--- src/rtl/tm_reorder_pkg.sv ---
// Shared constants and types for the master-side reply reorder block.
package tm_reorder_pkg;

    localparam int unsigned NUM_VCS  = 4;
    localparam int unsigned VC_IDX_W = 2;
    localparam int unsigned ERR_W    = 3;

    typedef logic [VC_IDX_W-1:0] vc_idx_t;

    localparam int unsigned ERR_ORDER_OVF = 0;
    localparam int unsigned ERR_UNEXP     = 1;
    localparam int unsigned ERR_REPLY_OVF = 2;

endpackage

--- src/rtl/tm_sync_fifo.sv ---
// Synchronous show-ahead FIFO with binary pointers and an occupancy count.
// DEPTH must be a power of two so the pointers wrap naturally.
module tm_sync_fifo #(
    parameter int unsigned WIDTH = 8,
    parameter int unsigned DEPTH = 8
) (
    input  logic             clk,
    input  logic             rst_n,
    input  logic             push,
    input  logic [WIDTH-1:0] wdata,
    input  logic             pop,
    output logic [WIDTH-1:0] rdata_c,
    output logic             full_c,
    output logic             empty_c,
    output logic             full_next_c
);

    localparam int unsigned AW = $clog2(DEPTH);
    localparam int unsigned CW = $clog2(DEPTH + 1);

    logic [WIDTH-1:0] mem [DEPTH];
    logic [AW-1:0]    wr_ptr;
    logic [AW-1:0]    rd_ptr;
    logic [CW-1:0]    count;
    logic [CW-1:0]    count_next;
    logic             do_push;
    logic             do_pop;

    assign do_push = push & ~full_c;
    assign do_pop  = pop & ~empty_c;
    assign full_c  = (count == CW'(DEPTH));
    assign empty_c = (count == '0);
    assign rdata_c = mem[rd_ptr];

    // Occupancy after this edge; lets the owner register a glitch-free ready.
    always_comb begin
        count_next = count;
        if (do_push && !do_pop) begin
            count_next = count + CW'(1);
        end else if (do_pop && !do_push) begin
            count_next = count - CW'(1);
        end
    end

    assign full_next_c = (count_next == CW'(DEPTH));

    always_ff @(posedge clk or negedge rst_n) begin
        if (!rst_n) begin
            wr_ptr <= '0;
            rd_ptr <= '0;
            count  <= '0;
        end else begin
            if (do_push) begin
                wr_ptr <= wr_ptr + AW'(1);
            end
            if (do_pop) begin
                rd_ptr <= rd_ptr + AW'(1);
            end
            count <= count_next;
        end
    end

    always_ff @(posedge clk) begin
        if (do_push) begin
            mem[wr_ptr] <= wdata;
        end
    end

endmodule

--- src/rtl/tm_master_reply_reorder.sv ---
// Buffers replies per return VC and releases them to the master in request order.
// Optional error checking and pending counters: define TM_REORDER_ERRCHK_EN.
module tm_master_reply_reorder
    import tm_reorder_pkg::*;
#(
    parameter int unsigned NUM_CREDITS      = 8,
    parameter int unsigned VC_ADDRESS_WIDTH = 2,
    parameter int unsigned WIDTH_DATA       = 36,
    parameter int unsigned ORDER_DEPTH      = 4 * NUM_CREDITS
) (
    input  logic                          clk,
    input  logic                          rst,
    input  logic                          req_valid_in,
    input  logic [VC_ADDRESS_WIDTH-1:0]   req_ret_vc_in,
    input  logic [NUM_VCS-1:0]            noc_valid_in,
    input  logic [NUM_VCS*WIDTH_DATA-1:0] noc_data_in,
    output logic [NUM_VCS-1:0]            noc_ready_out,
    output logic                          recv_valid_out,
    output logic [WIDTH_DATA-1:0]         recv_data_out,
    input  logic                          recv_ready_in,
    output logic [NUM_VCS-1:0]            receive_valid_out,
    output logic [ERR_W-1:0]              err_out
);

    logic                        ord_full_c;
    logic                        ord_empty_c;
    logic                        ord_push_c;
    logic                        unused_ord_full_next_c;
    logic [VC_ADDRESS_WIDTH-1:0] head_c;
    logic [NUM_VCS-1:0]          rep_push_c;
    logic [NUM_VCS-1:0]          rep_pop_c;
    logic [NUM_VCS-1:0]          rep_full_c;
    logic [NUM_VCS-1:0]          rep_empty_c;
    logic [NUM_VCS-1:0]          rep_full_next_c;
    logic [WIDTH_DATA-1:0]       rep_rdata_c [NUM_VCS];
    logic                        release_c;

    assign ord_push_c = req_valid_in & ~ord_full_c;

    tm_sync_fifo #(
        .WIDTH (VC_ADDRESS_WIDTH),
        .DEPTH (ORDER_DEPTH)
    ) u_order (
        .clk         (clk),
        .rst_n       (rst),
        .push        (ord_push_c),
        .wdata       (req_ret_vc_in),
        .pop         (release_c),
        .rdata_c     (head_c),
        .full_c      (ord_full_c),
        .empty_c     (ord_empty_c),
        .full_next_c (unused_ord_full_next_c)
    );

    for (genvar v = 0; v < NUM_VCS; v++) begin : g_reply
        assign rep_push_c[v] = noc_valid_in[v] & noc_ready_out[v];
        assign rep_pop_c[v]  = release_c & (head_c == VC_ADDRESS_WIDTH'(v));

        tm_sync_fifo #(
            .WIDTH (WIDTH_DATA),
            .DEPTH (NUM_CREDITS)
        ) u_reply (
            .clk         (clk),
            .rst_n       (rst),
            .push        (rep_push_c[v]),
            .wdata       (noc_data_in[v*WIDTH_DATA +: WIDTH_DATA]),
            .pop         (rep_pop_c[v]),
            .rdata_c     (rep_rdata_c[v]),
            .full_c      (rep_full_c[v]),
            .empty_c     (rep_empty_c[v]),
            .full_next_c (rep_full_next_c[v])
        );
    end

    // Head-of-line release: the output register is free or drains this cycle.
    assign release_c = ~ord_empty_c & ~rep_empty_c[head_c]
                     & (~recv_valid_out | recv_ready_in);

    always_ff @(posedge clk or negedge rst) begin
        if (!rst) begin
            noc_ready_out     <= '0;
            recv_valid_out    <= 1'b0;
            recv_data_out     <= '0;
            receive_valid_out <= '0;
        end else begin
            noc_ready_out     <= ~rep_full_next_c;
            receive_valid_out <= '0;
            if (release_c) begin
                recv_valid_out    <= 1'b1;
                recv_data_out     <= rep_rdata_c[head_c];
                receive_valid_out <= NUM_VCS'(1) << head_c;
            end else if (recv_ready_in) begin
                recv_valid_out <= 1'b0;
            end
        end
    end

`ifdef TM_REORDER_ERRCHK_EN
    localparam int unsigned PEND_W = $clog2(NUM_CREDITS + 1) + 1;

    logic [NUM_VCS-1:0] unexp_c;
    logic [ERR_W-1:0]   err_q;

    for (genvar v = 0; v < NUM_VCS; v++) begin : g_pend
        logic [PEND_W-1:0] pending;
        logic              inc_c;

        assign inc_c      = ord_push_c & (req_ret_vc_in == VC_ADDRESS_WIDTH'(v));
        assign unexp_c[v] = rep_push_c[v] & (pending == '0);

        always_ff @(posedge clk or negedge rst) begin
            if (!rst) begin
                pending <= '0;
            end else if (inc_c && !rep_push_c[v]) begin
                pending <= pending + PEND_W'(1);
            end else if (!inc_c && rep_push_c[v] && (pending != '0)) begin
                pending <= pending - PEND_W'(1);
            end
        end
    end

    // Sticky error flags, cleared only by reset.
    always_ff @(posedge clk or negedge rst) begin
        if (!rst) begin
            err_q <= '0;
        end else begin
            if (req_valid_in && ord_full_c) begin
                err_q[ERR_ORDER_OVF] <= 1'b1;
            end
            if (|unexp_c) begin
                err_q[ERR_UNEXP] <= 1'b1;
            end
            if (|(noc_valid_in & rep_full_c)) begin
                err_q[ERR_REPLY_OVF] <= 1'b1;
            end
        end
    end

    assign err_out = err_q;
`else
    logic unused_rep_full;

    assign unused_rep_full = |rep_full_c;
    assign err_out         = '0;
`endif

endmodule

--- config.mk ---
export PLATFORM = sky130hd
export DESIGN_NAME = tm_master_reply_reorder
export DESIGN_NICKNAME = d
export VERILOG_FILES = /design/src/rtl/tm_reorder_pkg.sv /design/src/rtl/tm_sync_fifo.sv /design/src/rtl/tm_master_reply_reorder.sv
export SDC_FILE = /design/constraint.sdc
export NUM_CORES = 1
export LEC_CHECK = 0
export BUFFER_PORTS_ARGS = -buffer_cell sky130_fd_sc_hd__buf_2
export CAP_MARGIN = 20
export CORE_ASPECT_RATIO = 1.5
export CORE_MARGIN = 2
export CORE_UTILIZATION = 55
export CTS_CLUSTER_SIZE = 25
export DETAILED_ROUTE_END_ITERATION = 8
export PLACE_DENSITY = 0.72
export SYNTH_ARGS = -nofsm -noshare
export SYNTH_HDL_FRONTEND = slang
export SYNTH_SLANG_ARGS = --single-unit
--- constraint.sdc ---
create_clock -name clk -period 7.2 [get_ports clk]
set_input_delay 0.36 -clock clk [delete_from_list [all_inputs] [get_ports clk]]
set_output_delay 0.36 -clock clk [all_outputs]
set_load 0.05 [all_outputs]
; ---- Yosys cells after proc, flatten, opt, wreduce, memory -nomap -nowiden
; Memory sizes are Yosys's and may differ from the RTL's.
; Index checks and enable logic that the tools add are counted.
[op_classes]
n_addsub = 20
magnitude_cmp = 2
eq_ne = 12
n_shift = 1
n_mux = 28
bitwise = 36
n_reduce_logical = 28
[ops]
columns = op, n
row1 = $bmux W36 S2, 1
row2 = $mux W36, 2
row3 = $mux W4, 9
row4 = $eq A4 B4 Y1 const B, 8
row5 = $add A3 B1 Y3 const B, 8
row6 = $and A1 B1 Y1, 21
row7 = $add A4 B1 Y4 const B, 4
row8 = $logic_not A4 Y1, 4
row9 = $sub A4 B1 Y4 const B, 4
row10 = $mux W1, 13
row11 = $mux W6, 2
row12 = $not A1 Y1, 12
row13 = $add A5 B1 Y5 const B, 2
row14 = $logic_and A1 B1 Y1, 10
row15 = $logic_not A1 Y1, 10
row16 = $add A6 B1 Y6 const B, 1
row17 = $eq A6 B6 Y1 const B, 1
row18 = $logic_not A6 Y1, 1
row19 = $sub A6 B1 Y6 const B, 1
row20 = $eq A2 B2 Y1 const B, 2
row21 = $not A4 Y4, 1
row22 = $reduce_bool A2 Y1, 2
row23 = $shl A1 B2 Y4 const A, 1
row24 = $ge A3 B3 Y1 const B, 1
row25 = other kinds (6), 6
[word_totals]
reg_bits = 101
ramBits = 1216
input_bits = 154
out_inout_bits = 48
word_cells = 151
mem_count = 5
[mem_list]
columns = name, depth, width, read_ports, rd_ports_with_merged_regs, wr, line_no
row1 = g_reply[0].u_reply.mem, 8, 36, 1, 0, 1, tm_sync_fifo.sv:21  ; logic [WIDTH-1:0] mem [DEPTH];
row2 = g_reply[1].u_reply.mem, 8, 36, 1, 0, 1, tm_sync_fifo.sv:21
row3 = g_reply[2].u_reply.mem, 8, 36, 1, 0, 1, tm_sync_fifo.sv:21
row4 = g_reply[3].u_reply.mem, 8, 36, 1, 0, 1, tm_sync_fifo.sv:21
row5 = u_order.mem, 32, 2, 1, 0, 1, tm_sync_fifo.sv:21

; ---- Longest topological paths before layout
; Gate-level depths: netlist of run 1.
[depth]
depth_word = 13
mapped_depth = 21
ltp_nobuf = 17

; ---- Cells and area by module
; Synthesis of run 1 repeated with hierarchy kept, for this count alone.
[hier_totals]
hier_cells = 2358
hier_area_um2 = 53085.9
[modules_own_cells]
columns = module, n_inst, cells_each, area_each_um2, seq_area_each_um2
row1 = tm_sync_fifo (g_reply[0].u_reply ...), 4, 491, 11712.5, 8898.5
row2 = tm_sync_fifo (u_order), 1, 238, 3652.3, 2322.2
row3 = tm_master_reply_reorder, 1, 156, 2583.7, 1126.1

; ---- Worst setup path before layout of run 1
; No wires, ideal clock.
[synth_path]
kind = register to register
startpoint = register g_reply[3].u_reply.count[0]
endpoint = memory g_reply[3].u_reply.mem[2][0] (netlist name), enable pin
setup_ns = 0.532
arrival_time_ns = 4.864
required_time_ns = 6.668
setup_slack_ns = 1.804
path_stages_with_launch = 6
n_path_buf = 0
synth_period_minus_slack_ns = 5.396
cell_sequence = dfrtp_1 > inv_1 > ha_1 > nand3b_1 > nand3_1 > nor4b_1
[synth_between]
elab_chain_cells = 5
[synth_rtl]
columns = element, line_no
row1 = start: declaration, tm_sync_fifo.sv:24  ; logic [CW-1:0] count;
row2 = start signal: assignment, tm_sync_fifo.sv:59  ; count <= count_next;
row3 = $eq A4 B4 Y1, tm_sync_fifo.sv:31  ; assign full_c = (count == CW'(DEPTH));
row4 = $not A1 Y1, tm_sync_fifo.sv:29  ; assign do_push = push & ~full_c;
row5 = $and A1 B1 Y1, tm_sync_fifo.sv:29
row6 = $mux W1, tm_sync_fifo.sv:64  ; if (do_push) begin
row7 = $mux W1 (not written as such), tm_sync_fifo.sv:65  ; mem[wr_ptr] <= wdata;
row8 = end: declaration, tm_sync_fifo.sv:21
; Every way passes these cells.

; ---- Final worst setup path of run 1
[layout_path]
startpoint = register u_order.rd_ptr[0]
endpoint = register u_order.count[5]
[layout_between]
elab_chain_cells = 10
word_cells_on_any_way = 12
classes_between = mux (3) / bitwise (4) / reduce/logical (4) / memory (1)
[layout_rtl]
columns = element, line_no
row1 = start: declaration, tm_sync_fifo.sv:23  ; logic [AW-1:0] rd_ptr;
row2 = start signal: assignment, tm_sync_fifo.sv:57  ; rd_ptr <= rd_ptr + AW'(1);
row3 = $mem_v2 Z32 W2 *, n/a
row4 = $bmux W1 S2 *, tm_master_reply_reorder.sv:76  ; assign release_c = ~ord_empty_c & ~rep_empty_c[head_c]
row5 = $mux W1 (not written as such) *, tm_master_reply_reorder.sv:76
row6 = $not A1 Y1 *, tm_master_reply_reorder.sv:76
row7 = $and A1 B1 Y1 *, tm_master_reply_reorder.sv:76
row8 = $and A1 B1 Y1 *, tm_master_reply_reorder.sv:77  ; & (~recv_valid_out | recv_ready_in);
row9 = $and A1 B1 Y1 *, tm_sync_fifo.sv:30  ; assign do_pop = pop & ~empty_c;
row10 = $logic_not A1 Y1, tm_sync_fifo.sv:38  ; if (do_push && !do_pop) begin
row11 = $logic_and A1 B1 Y1, tm_sync_fifo.sv:38
row12 = $mux W6 / $reduce_bool A2 Y1 (equally long branches), n/a
row13 = end signal: assignment, tm_sync_fifo.sv:59
row14 = end: declaration, tm_sync_fifo.sv:24
; Every way passes the cells marked *; elsewhere a longest branch is shown, timed or not. The select of a mux whose other input is x is not followed.
; A chain may end at the register's enable or synchronous reset.

==> results.ini, run 1 <==
[run_status]
status=finished clean

[hold_path]
hp-class=primary input to register
whs_path_depth=1
min_from=req_ret_vc_in[0]
min_to=u_order.mem[9][0]$_DFFE_PP_

[logic_synthesis]
synth_cell_types=64
synth_area_per_cell_um2=21.13
synth-edff-count=1216
synth_top_flop_cell=edfxtp_1
synth_area_mm2=0.05117
yosysSeqAreaShare=0.7631
ys_ff_latch=1317
ys_warn_count=0
synthArstFlopShare=0.07669
netlist_instances=2421

[sta]
rsz0062_at_grt=no
period_share=0.8133
slew-limit-headroom=0.2663
drv_slew=0
finalCriticalPeriod_ps=5856
setup_viol=0
fmax_mhz=170.8
hold_viol=0
fin_ws_ps=1344
skew_ps=21.45
fin_tns_setup_ps=0
tightest_slew_ps=1101

[global_route]
grt_use_total=0.2485
grt_max_degree=74
grt_pass1_wl_mm=170.3
grt_overflow=0
antenna_found_initial=18
first_global_vias=26090

[route]
final_antenna_net_count=0
wirelength_mm=116.1
via_per_inst=6.106
drt_pass1_iterations=8
wire_per_inst_um=28.27
drc=0
drt_iter0_markers=2294
vias=25070

[clocking]
clockRootBuffer=clkbuf_16
clkLatencyLatePin_ps=720
clk_path_buf_depth=3
numCtsBuffers=113
clk_pin_slew_ps=70
cts_tree=done
clock-sinks=1317
htreeDepth=3

[place]
gp_congestion=0.9221
numPortBuffers=198
pre_cts_ws_ps=1421
hpwl_mm=72.04

[setup_path]
crit_required_ps=7790
r2r-end=u_order.count[5]$_DFFE_PN0P_
cp_max_fo=42
slowest_stage=dfrtp_1
reg2reg_from=u_order.rd_ptr[0]$_DFFE_PN0P_
cp_num_buf_inv=3
start_kind=register
reg2reg_depth=18
slowest_delay_ps=900
cp_cell_sequence=mux4_2 -> a32o_1 -> or4_4 -> nand2_4 -> mux4_1 -> nor2_2 -> buf_4 -> inv_2 -> ha_1 -> inv_1 -> ha_1 -> a21o_1 -> a21oi_1 -> o21bai_1 -> a21oi_1 -> xnor2_1 -> nor2_1 -> xor2_1
regToRegSetupSlack_ps=1340
critPathKind=register to register
cp-end-kind=register
path_delay_family=multiplexers
arrival_ps=6450

[floorplanning]
row_count=137
start_util=0.5528
ioPinCount=202
fp.coreArea_mm2=0.09256
dieWidth_um=253.0
die_h_um=377.6
dieArea_mm2=0.09553

[power]
power_density_mw_per_mm2=419.2
p_leak_uw=0.01977
vdd_drop_max_uv=239.4

[cells_and_area]
finalNetCount=2997
drive_above_1_share=0.2776
area_growth_pct=15.68

[run]
cap_violations=0

how the worst max path moves through the flow:
stage               slack (ps)  depth (start not counted)                             startpoint                                endpoint
finish                    1340                         18          u_order.rd_ptr[0]$_DFFE_PN0P_            u_order.count[5]$_DFFE_PN0P_
global route              1020                         18          u_order.rd_ptr[0]$_DFFE_PN0P_            u_order.count[5]$_DFFE_PN0P_
CTS                       1420                         18          u_order.rd_ptr[0]$_DFFE_PN0P_            u_order.count[5]$_DFFE_PN0P_
detailed placement        1420                         18          u_order.rd_ptr[0]$_DFFE_PN0P_            u_order.count[5]$_DFFE_PN0P_
global placement          1480                         18          u_order.rd_ptr[0]$_DFFE_PN0P_            u_order.count[5]$_DFFE_PN0P_
floorplan                 1800                          5  g_reply[3].u_reply.count[0]$_DFF_PN0_  g_reply[3].u_reply.mem[2][0]$_DFFE_PP_
where the power goes:
| group | internal, uW | switching (uW) | leakage, uW |
|---|---|---|---|
| Clock | 3630 | 2700 | 0.00190 |
| Combinational | 3200 | 4750 | 0.00565 |
| Sequential | 9650 | 885 | 0.0122 |
area by class of cell:
cell class | instances | area [um^2]
Clock inverter | 66 | 780.7
Timing Repair Buffer | 404 | 2918
Sequential cell | 1317 | 39070
Multi-Input combinational cell | 962 | 11710
Fill cell | 6129 | 33370
Tap cell | 1181 | 1478
Antenna cell | 10 | 25.02
Inverter | 18 | 72.57
Clock buffer | 147 | 3141
worst reg2reg max path: stages (launching register included):
cell and delay, ps:
dfrtp_1 900, mux4_2 600, a32o_1 290, or4_4 440, nand2_4 200, mux4_1 640, nor2_2 100, buf_4 310
inv_2 390, ha_1 390, inv_1 170, ha_1 260, a21o_1 170, a21oi_1 230, o21bai_1 100, a21oi_1 180
xnor2_1 140, nor2_1 70, xor2_1 150
timing repair:
item	in CTS	in global routing
resized for setup	0	0
hold endpoints to repair	1185	0
setup endpoints to repair	0	0
hold buffers	145	0
buffers inserted	0	0
logic make-up (layout without fill, tap and decap cells):
logic type,count (synthesis),in the layout,share of synthesized area
DFF,1317,1317,0.7631
muxes,460,460,0.1644
and+or+nand+nor,303,303,0.02871
buffers and inverters,144,635,0.01193
AOI/OAI and AO/OA,120,120,0.01663
xor gates and xnor gates,45,45,0.007703
adders and majority gates,31,31,0.007532
other,1,13,0.00007329
cells in the mapped netlist, drive strengths merged (4+ instances only):
| library cell | instances | area share |
|---|---|---|
| nor4b | 6 | 0.0013 |
| or4 | 5 | 0.00081 |
| maj3 | 4 | 0.00078 |
| dfrtp | 101 | 0.049 |
| nor2 | 53 | 0.0039 |
| nand2 | 130 | 0.0097 |
| nor3b | 14 | 0.0021 |
| mux4 | 303 | 0.13 |
| nor4 | 7 | 0.00086 |
| xnor2 | 37 | 0.0063 |
| mux2i | 149 | 0.029 |
| or3 | 4 | 0.00049 |
| a221o | 4 | 0.00078 |
| a21oi | 14 | 0.0014 |
| clkbuf | 77 | 0.0056 |
| o21ai | 10 | 0.00098 |
| o22ai | 37 | 0.0045 |
| edfxtp | 1216 | 0.71 |
| nand2b | 5 | 0.00061 |
| o22a | 30 | 0.0051 |
| inv | 17 | 0.0013 |
| a211oi | 6 | 0.00088 |
| or3b | 4 | 0.00068 |
| mux2 | 8 | 0.0018 |
| buf | 49 | 0.0049 |
| ha | 26 | 0.0064 |
| nand3 | 38 | 0.0037 |
| nor2b | 8 | 0.00098 |
| xor2 | 8 | 0.0014 |
| nor3 | 12 | 0.0012 |
| nand3b | 6 | 0.00088 |
stage by stage:
step	hold WS (ps)	cell area [um^2]	instances	utilization	power (uW)
after detailed placement	416.5	53770	3735	0.5808	18560
after CTS	112.0	59140	4093	0.6389	24940
after floorplan	64.41	51170	2423	-	15800
final	172.3	59190	4105	0.6394	24810
after global routing	158.3	59180	4103	0.6394	25710
after global placement	401.3	53750	3734	0.5807	18290
cell usage in the layout (no fill, tap or decap), types with 5 or more instances in the layout:
cell type,instances
clkinv_1,12
a211oi_1,6
xor2_1,8
nor2b_1,8
o22a_1,30
dlygate4sd3_1,145
diode_2,10
mux2i_1,149
clkinvlp_4,10
clkinv_2,22
clkbuf_1,20
mux4_2,302
nand3_1,37
a21oi_1,14
nor3_2,9
inv_1,14
o22ai_1,37
nand2_1,129
nand2b_1,5
clkbuf_16,117
nor2_4,5
xnor2_1,37
nand3b_1,6
o21ai_0,10
dfrtp_1,89
nor3b_2,10
nor4b_2,5
ha_1,26
dfrtp_2,8
buf_2,197
edfxtp_1,1216
mux2_2,7
clkbuf_8,10
buf_4,59
bufinv_16,15
nor2_1,47
state kept, by name, indices dropped and copies added (netlist names):
| signal | cells |
|---|---|
| g_reply.u_reply.count | 16 |
| g_reply.u_reply.mem | 1152 |
| g_reply.u_reply.rd_ptr | 12 |
| g_reply.u_reply.wr_ptr | 12 |
| noc_ready_out | 4 |
| receive_valid_out | 4 |
| recv_data_out | 36 |
| recv_valid_out | 1 |
| u_order.count | 6 |
| u_order.mem | 64 |
| u_order.rd_ptr | 5 |
| u_order.wr_ptr | 5 |
routing by layer:
layer / track usage / vias to the layer above / share of wire
met5: 0 / - / 0.00093
met4: 0.1158 / 16 / 0.048
met3: 0.05485 / 201 / 0.077
met2: 0.4103 / 936 / 0.51
met1: 0.3169 / 13150 / 0.37
li1: - / 10760 / -
(Power assumes the default switching activity.)
==> run 2, diff against run 1 <==
- PLACE_DENSITY: 0.72 -> 0.75
- clock period: 7.2 -> 5.2 ns (I/O delays scaled with it)
==> run 2 against run 1 <==
  * Sequential power rose by 41%
  * Power is 38% higher
  * Cell count grew 0.32%
  * Core utilization hardly changed
  * Largest power group unchanged
  * Global-route usage up 0.14 points
  * Sequential cell count unchanged
  * Sequential share of layout area about the same
  * First-iteration DRC count increased by 9.9%
  * Combinational power rose by 37%
  * Non-clock buffer count grew 15
==> results.ini, run 2 (synthesis gave the netlist of run 1 again) <==
[route]
drt_pass1_iterations=5  ; was 8
vias=25300  ; was 25070
wl_met1_mm=42.52  ; was 42.47 mm
final_antenna_net_count=0  ; unchanged
dr_wl_met2_mm=61.18  ; was 58.98 mm
wirelength_mm=117.4  ; was 116.1 mm
via_per_inst=6.144  ; was 6.106
top_layer=met5  ; unchanged
drt_iter0_markers=2520  ; was 2294
wl_met3_mm=8.819  ; was 8.897 mm
drc=0  ; unchanged
wire_per_inst_um=28.51  ; was 28.27 um

[clocking]
clkLatencyLatePin_ps=700  ; was 720 ps
numCtsBuffers=113  ; unchanged
cts_resized=0  ; unchanged
clockRootBuffer=clkbuf_16  ; unchanged
htreeDepth=3  ; unchanged
post-cts-setup-buffer-count=0  ; unchanged
hold_buffers=146  ; was 145
cts_tree=done  ; unchanged
clock-sinks=1317  ; unchanged
clk_path_buf_depth=3  ; unchanged
clk_pin_slew_ps=70  ; about the same

[sta]
slew-limit-headroom=0.2693  ; was 0.2663
rsz0062_at_grt=no  ; unchanged
setup_viol=0  ; unchanged
fin_tns_setup_ps=0  ; unchanged
skew_ps=23.02  ; was 21.45 ps
tightest_slew_ps=1091  ; was 1101 ps
finalCriticalPeriod_ps=4611  ; was 5856 ps
period_share=0.8868  ; was 0.8133
fmax_mhz=216.9  ; was 170.8 MHz
hold_viol=0  ; unchanged
fin_ws_ps=588.8  ; was 1344 ps
drv_slew=0  ; unchanged

[global_route]
grt_max_degree=58  ; was 74
first_global_vias=25740  ; was 26090
antenna_found_initial=18  ; unchanged
grt_pass1_wl_mm=171.2  ; was 170.3 mm
grt_overflow=0  ; unchanged
grt_use_total=0.2499  ; was 0.2485

[setup_path]
cp-end-kind=register  ; unchanged
path_depth=17  ; was 18
cp_cell_sequence=mux4_2 -> a32o_1 -> or4_4 -> nand2_4 -> mux4_1 -> nor2_2 -> inv_2 -> ha_1 -> inv_1 -> ha_1 -> a21o_1 -> a21oi_1 -> o21bai_1 -> a21oi_1 -> xnor2_1 -> nor2_1 -> xor2_1  ; was mux4_2 -> a32o_1 -> or4_4 -> nand2_4 -> mux4_1 -> nor2_2 -> buf_4 -> inv_2 -> ha_1 -> inv_1 -> ha_1 -> a21o_1 -> a21oi_1 -> o21bai_1 -> a21oi_1 -> xnor2_1 -> nor2_1 -> xor2_1
cp_max_fo=17  ; was 42
reg2reg_depth=17  ; was 18
crit_required_ps=5780  ; was 7790 ps
path_delay_family=multiplexers  ; unchanged
critPathKind=register to register  ; unchanged
slowest_delay_ps=710  ; was 900 ps
slowest_stage=dfrtp_1  ; unchanged
start_kind=register  ; unchanged
cp_num_buf_inv=2  ; was 3
arrival_ps=5190  ; was 6450 ps

[floorplanning]
dieArea_mm2=0.09553  ; unchanged
start_util=0.5528  ; unchanged
dieWidth_um=253.0  ; unchanged
ioPinCount=202  ; unchanged
row_count=137  ; unchanged
fp.coreArea_mm2=0.09256  ; unchanged
die_h_um=377.6  ; unchanged

[power]
power_density_mw_per_mm2=577.2  ; was 419.2 mW/mm^2
p_leak_uw=0.01980  ; was 0.01977 uW
vdd_drop_max_uv=343.5  ; was 239.4 uV

[cells_and_area]
final_common_cell=edfxtp_1  ; unchanged
top_register=g_reply.u_reply.mem  ; unchanged
final_cell_mix=1216 x edfxtp_1, 302 x mux4_2, 197 x buf_2  ; unchanged
reg_top3=g_reply.u_reply.mem: 1152 flops, u_order.mem: 64 flops, recv_data_out: 36 flops  ; unchanged
seqCellArea_mm2=0.03907  ; unchanged
area_growth_pct=15.70  ; was 15.68%
largest_reg_flops=1152  ; unchanged
fill_cells=6102  ; was 6129
fin_util=0.6395  ; was 0.6394
multi_input_area_mm2=0.01175  ; was 0.01171 mm^2
drive_above_1_share=0.2779  ; was 0.2776
finalNetCount=3012  ; was 2997

[hold_path]
hp-class=primary input to register  ; unchanged
whs_path_depth=1  ; unchanged

[run]
cap_violations=0  ; unchanged

[place]
gp_congestion=0.9081  ; was 0.9221
hpwl_mm=75.36  ; was 72.04 mm
pre_cts_ws_ps=637.8  ; was 1421 ps
numPortBuffers=198  ; unchanged

[run_status]
status=finished clean  ; unchanged

[run 2: cell count changes in the layout (fill, tap and decap cells not counted), sizes merged]
cell	previous run	this run
buf	259	273
bufinv	15	11
clkbuf	147	134
clkinv	40	54
clkinvlp	10	8
diode	10	11
dlygate4sd3	145	146
inv	19	21
[run 2: layer usage]
metal,up-vias,GRT usage
met2,985,0.4224
met5,-,0
met4,16,0.1062
met1,13300,0.3126
met3,196,0.05643
li1,10800,-
[run 2: final timing paths]
check	startpoint	endpoint	slack [ps]
worst max-delay path	u_order.rd_ptr[2]$_DFFE_PN0P_	u_order.count[5]$_DFFE_PN0P_	590
worst min-delay path	req_ret_vc_in[1]	u_order.mem[19][1]$_DFFE_PP_	70
worst max register to register	u_order.rd_ptr[2]$_DFFE_PN0P_	u_order.count[5]$_DFFE_PN0P_	590
worst min register to register	u_order.count[5]$_DFFE_PN0P_	u_order.count[5]$_DFFE_PN0P_	500
max in group asynchronous	rst	g_reply[2].u_reply.rd_ptr[0]$_DFFE_PN0P_	3660
min in group asynchronous	rst	g_reply[0].u_reply.rd_ptr[0]$_DFFE_PN0P_	220
[run 2: metrics by stage]
stage | std cells | power [uW] | hold WS [ps] | cell area [um^2]
after CTS | 4106 | 34280 | 29.50 | 59160
after floorplan | 2423 | 21880 | -35.59 | 51200
after detailed placement | 3750 | 25830 | 413.9 | 53980
after global placement | 3749 | 25440 | 396.0 | 53970
after global routing | 4117 | 35380 | 70.41 | 59200
final | 4118 | 34170 | 73.53 | 59200
[run 2: worst reg2reg max path: cells and delay by family, from the launching register on]
| family | cells | cell delay (ps) |
|---|---|---|
| mux | 2 | 1080 |
| compound gates | 5 | 890 |
| simple gates | 4 | 850 |
| flops | 1 | 710 |
| fa+ha+maj | 2 | 470 |
| xor+xnor | 2 | 280 |
| buf+inv | 2 | 220 |
[run 2: power breakdown]
group / total (uW) / internal (uW) / switching (uW)
clock: 8390 / 4710 / 3690
sequential: 14800 / 13400 / 1490
combinational: 10900 / 4510 / 6420
total: 34200 / 22600 / 11600
[run 2: layout make-up]
class,count,share of cell area
flip-flops and latches,1317,0.6599
multi-input cells,962,0.1985
clock inverters,76,0.01146
clock buffers,134,0.05121
well taps,1181,0.02496
diodes,11,0.0004650
repair buffers,419,0.05223
inverters,18,0.001226
==> run 3, diff against run 2 <==
- clock period: 5.2 -> 3.8 ns (I/O delays scaled with it)
==> run 3 against run 2 <==
  * The run now ends with setup timing left
  * Clock skew rose by 5.3 ps
  * Routed wire length down 0.18%
  * Core utilization rose by 0.72 points
  * Non-clock buffer count is 39 higher
  * Highest routed layer unchanged
==> results.ini, run 3 (synthesis gave the netlist of run 1 again) <==
[route]
wl_met1_mm=41.66  ; was 42.52 mm
drt_iter0_markers=2672  ; was 2520
final_antenna_net_count=0  ; unchanged
vias=25460  ; was 25300
drc=0  ; unchanged
dr_wl_met2_mm=60.45  ; was 61.18 mm
via_per_inst=6.128  ; was 6.144
wl_met3_mm=9.194  ; was 8.819 mm
drt_pass1_iterations=6  ; was 5
top_layer=met5  ; unchanged
wire_per_inst_um=28.20  ; was 28.51 um
wirelength_mm=117.2  ; was 117.4 mm

[floorplanning]
row_count=137  ; unchanged
start_util=0.5528  ; unchanged
die_h_um=377.6  ; unchanged
dieArea_mm2=0.09553  ; unchanged
fp.coreArea_mm2=0.09256  ; unchanged
ioPinCount=202  ; unchanged
dieWidth_um=253.0  ; unchanged

[global_route]
first_global_vias=26310  ; was 25740
grt_overflow=0  ; unchanged
grt_pass1_wl_mm=171.6  ; was 171.2 mm
antenna_found_initial=15  ; was 18
grt_max_degree=47  ; was 58
grt_use_total=0.2502  ; was 0.2499

[clocking]
cts_tree=done  ; unchanged
clkLatencyLatePin_ps=740  ; was 700 ps
numCtsBuffers=114  ; was 113
clock-sinks=1317  ; unchanged
clk_pin_slew_ps=60  ; was 70 ps
clockRootBuffer=clkbuf_16  ; unchanged
clk_path_buf_depth=3  ; unchanged
htreeDepth=3  ; unchanged

[cells_and_area]
fin_util=0.6468  ; was 0.6395
reg_top3=g_reply.u_reply.mem: 1152 flops, u_order.mem: 64 flops, recv_data_out: 36 flops  ; unchanged
finalNetCount=3052  ; was 3012
drive_above_1_share=0.2924  ; was 0.2779
largest_reg_flops=1152  ; unchanged
fin_cells=4155  ; was 4118
fill_cells=5939  ; was 6102
seqCellArea_mm2=0.03907  ; about the same
multi_input_area_mm2=0.01193  ; was 0.01175 mm^2
area_growth_pct=17.01  ; was 15.70%
top_register=g_reply.u_reply.mem  ; unchanged
final_cell_mix=1216 x edfxtp_1, 303 x mux4_2, 197 x buf_2  ; was 1216 x edfxtp_1, 302 x mux4_2, 197 x buf_2
final_common_cell=edfxtp_1  ; unchanged

[sta]
whs_ps=54.02  ; was 73.53 ps
slew-limit-headroom=0.2858  ; was 0.2693
period_share=1.025  ; was 0.8868
fin_ws_ps=-93.38  ; was 588.8 ps
skew_ps=28.33  ; was 23.02 ps
fmax_mhz=256.8  ; was 216.9 MHz
hold_viol=0  ; unchanged
finalCriticalPeriod_ps=3893  ; was 4611 ps
setup_viol=1  ; was 0
fin_tns_setup_ps=-93.38  ; was 0 ps
tightest_slew_ps=1071  ; was 1091 ps
drv_slew=0  ; unchanged
rsz0062_at_grt=yes  ; was no

[hold_path]
hp-class=primary input to register  ; unchanged

[run_status]
violations=setup timing
status=complete, but fails checks  ; was finished clean

[power]
vdd_drop_max_uv=474.3  ; was 343.5 uV
power_density_mw_per_mm2=796.7  ; was 577.2 mW/mm^2
p_leak_uw=0.02012  ; was 0.01980 uW

[place]
placed_cells=3785  ; was 3750
gp_congestion=0.9409  ; was 0.9081
numPortBuffers=198  ; unchanged
hpwl_mm=74.55  ; was 75.36 mm

[setup_path]
start_kind=register  ; unchanged
arrival_ps=4510  ; was 5190 ps
critPathKind=register to register  ; unchanged
crit_required_ps=4420  ; was 5780 ps
cp_max_fo=4  ; was 17
cp-end-kind=register  ; unchanged

[run]
cap_violations=0  ; unchanged

[run 3: changes by cell type in the layout (fill, tap and decap cells not counted), sizes merged]
cell	previous run	this run
clkinvlp	8	7
clkinv	54	42
diode	11	5
bufinv	11	12
buf	273	310
clkbuf	134	149
inv	21	22
dlygate4sd3	146	148
[run 3: stage by stage]
step	setup WS, ps	cell area, um^2	power (uW)
2_1_floorplan	-883.9	51360	30020
3_3_place_gp	-217.6	54430	35330
3_5_place_dp	-199.4	54430	35880
4_1_cts	-144.2	59820	47910
5_1_grt	-237.3	59860	49430
6_report	-93.38	59870	47690
[run 3: area by class of cell]
class,instances,share of cell area
diodes,5,0.0002090
clock buffers,149,0.05240
clock inverters,65,0.01269
inverters,18,0.001254
multi-input cells,962,0.1992
flip-flops and latches,1317,0.6526
well taps,1181,0.02468
repair buffers,458,0.05691
[run 3: critical path, stage by stage (launching register included)]
cell	delay, ps
dfrtp_2	400
mux4_2	510
a32o_1	240
or4_4	450
nand2_4	90
mux4_2	540
nor2_4	130
inv_2	70
ha_4	170
inv_4	70
ha_4	190
a21o_1	160
a21oi_2	160
o21bai_1	100
a21oi_2	140
xnor2_1	140
nor2_1	80
xor2_1	140
[run 3: routing by layer]
| layer | global-route usage | vias to the layer above |
|---|---|---|
| met2 | 0.4230 | 1054 |
| met3 | 0.05120 | 253 |
| met1 | 0.3112 | 13270 |
| li1 | - | 10870 |
| met4 | 0.1181 | 20 |
| met5 | 0 | - |
[run 3: power breakdown]
group | switching [uW] | leakage (uW) | internal, uW
registers | 1840 | 0.0122 | 18300
logic | 9110 | 0.00602 | 6570
clock network | 5200 | 0.00189 | 6680
[run 3: path summary, 6_finish.rpt]
kind                                          startpoint                                       end  slack, ps  depth (start not counted)
min                                      noc_valid_in[2]  g_reply[2].u_reply.wr_ptr[1]$_DFFE_PN0P_         50                          6
min reg2reg                recv_data_out[21]$_DFFE_PN0P_             recv_data_out[21]$_DFFE_PN0P_        500                          2
min in group asynchronous                            rst  g_reply[2].u_reply.wr_ptr[1]$_DFFE_PN0P_        100                          2
max in group asynchronous                            rst  g_reply[1].u_reply.rd_ptr[2]$_DFFE_PN0P_       2750                          3
max                        u_order.rd_ptr[0]$_DFFE_PN0P_              u_order.count[5]$_DFFE_PN0P_        -90                         17
max reg2reg                u_order.rd_ptr[0]$_DFFE_PN0P_              u_order.count[5]$_DFFE_PN0P_        -90                         17
[run 3: timing repair]
| action | 4_1_cts | 5_1_grt |
|---|---|---|
| buffers inserted | 1 | 2 |
| endpoints found under the hold margin | 1261 | 0 |
| hold buffers | 148 | 0 |
| gates resized for setup | 1 | 3 |
| endpoints found under the setup margin | 2 | 4 |
| pin swaps | 5 | 3 |
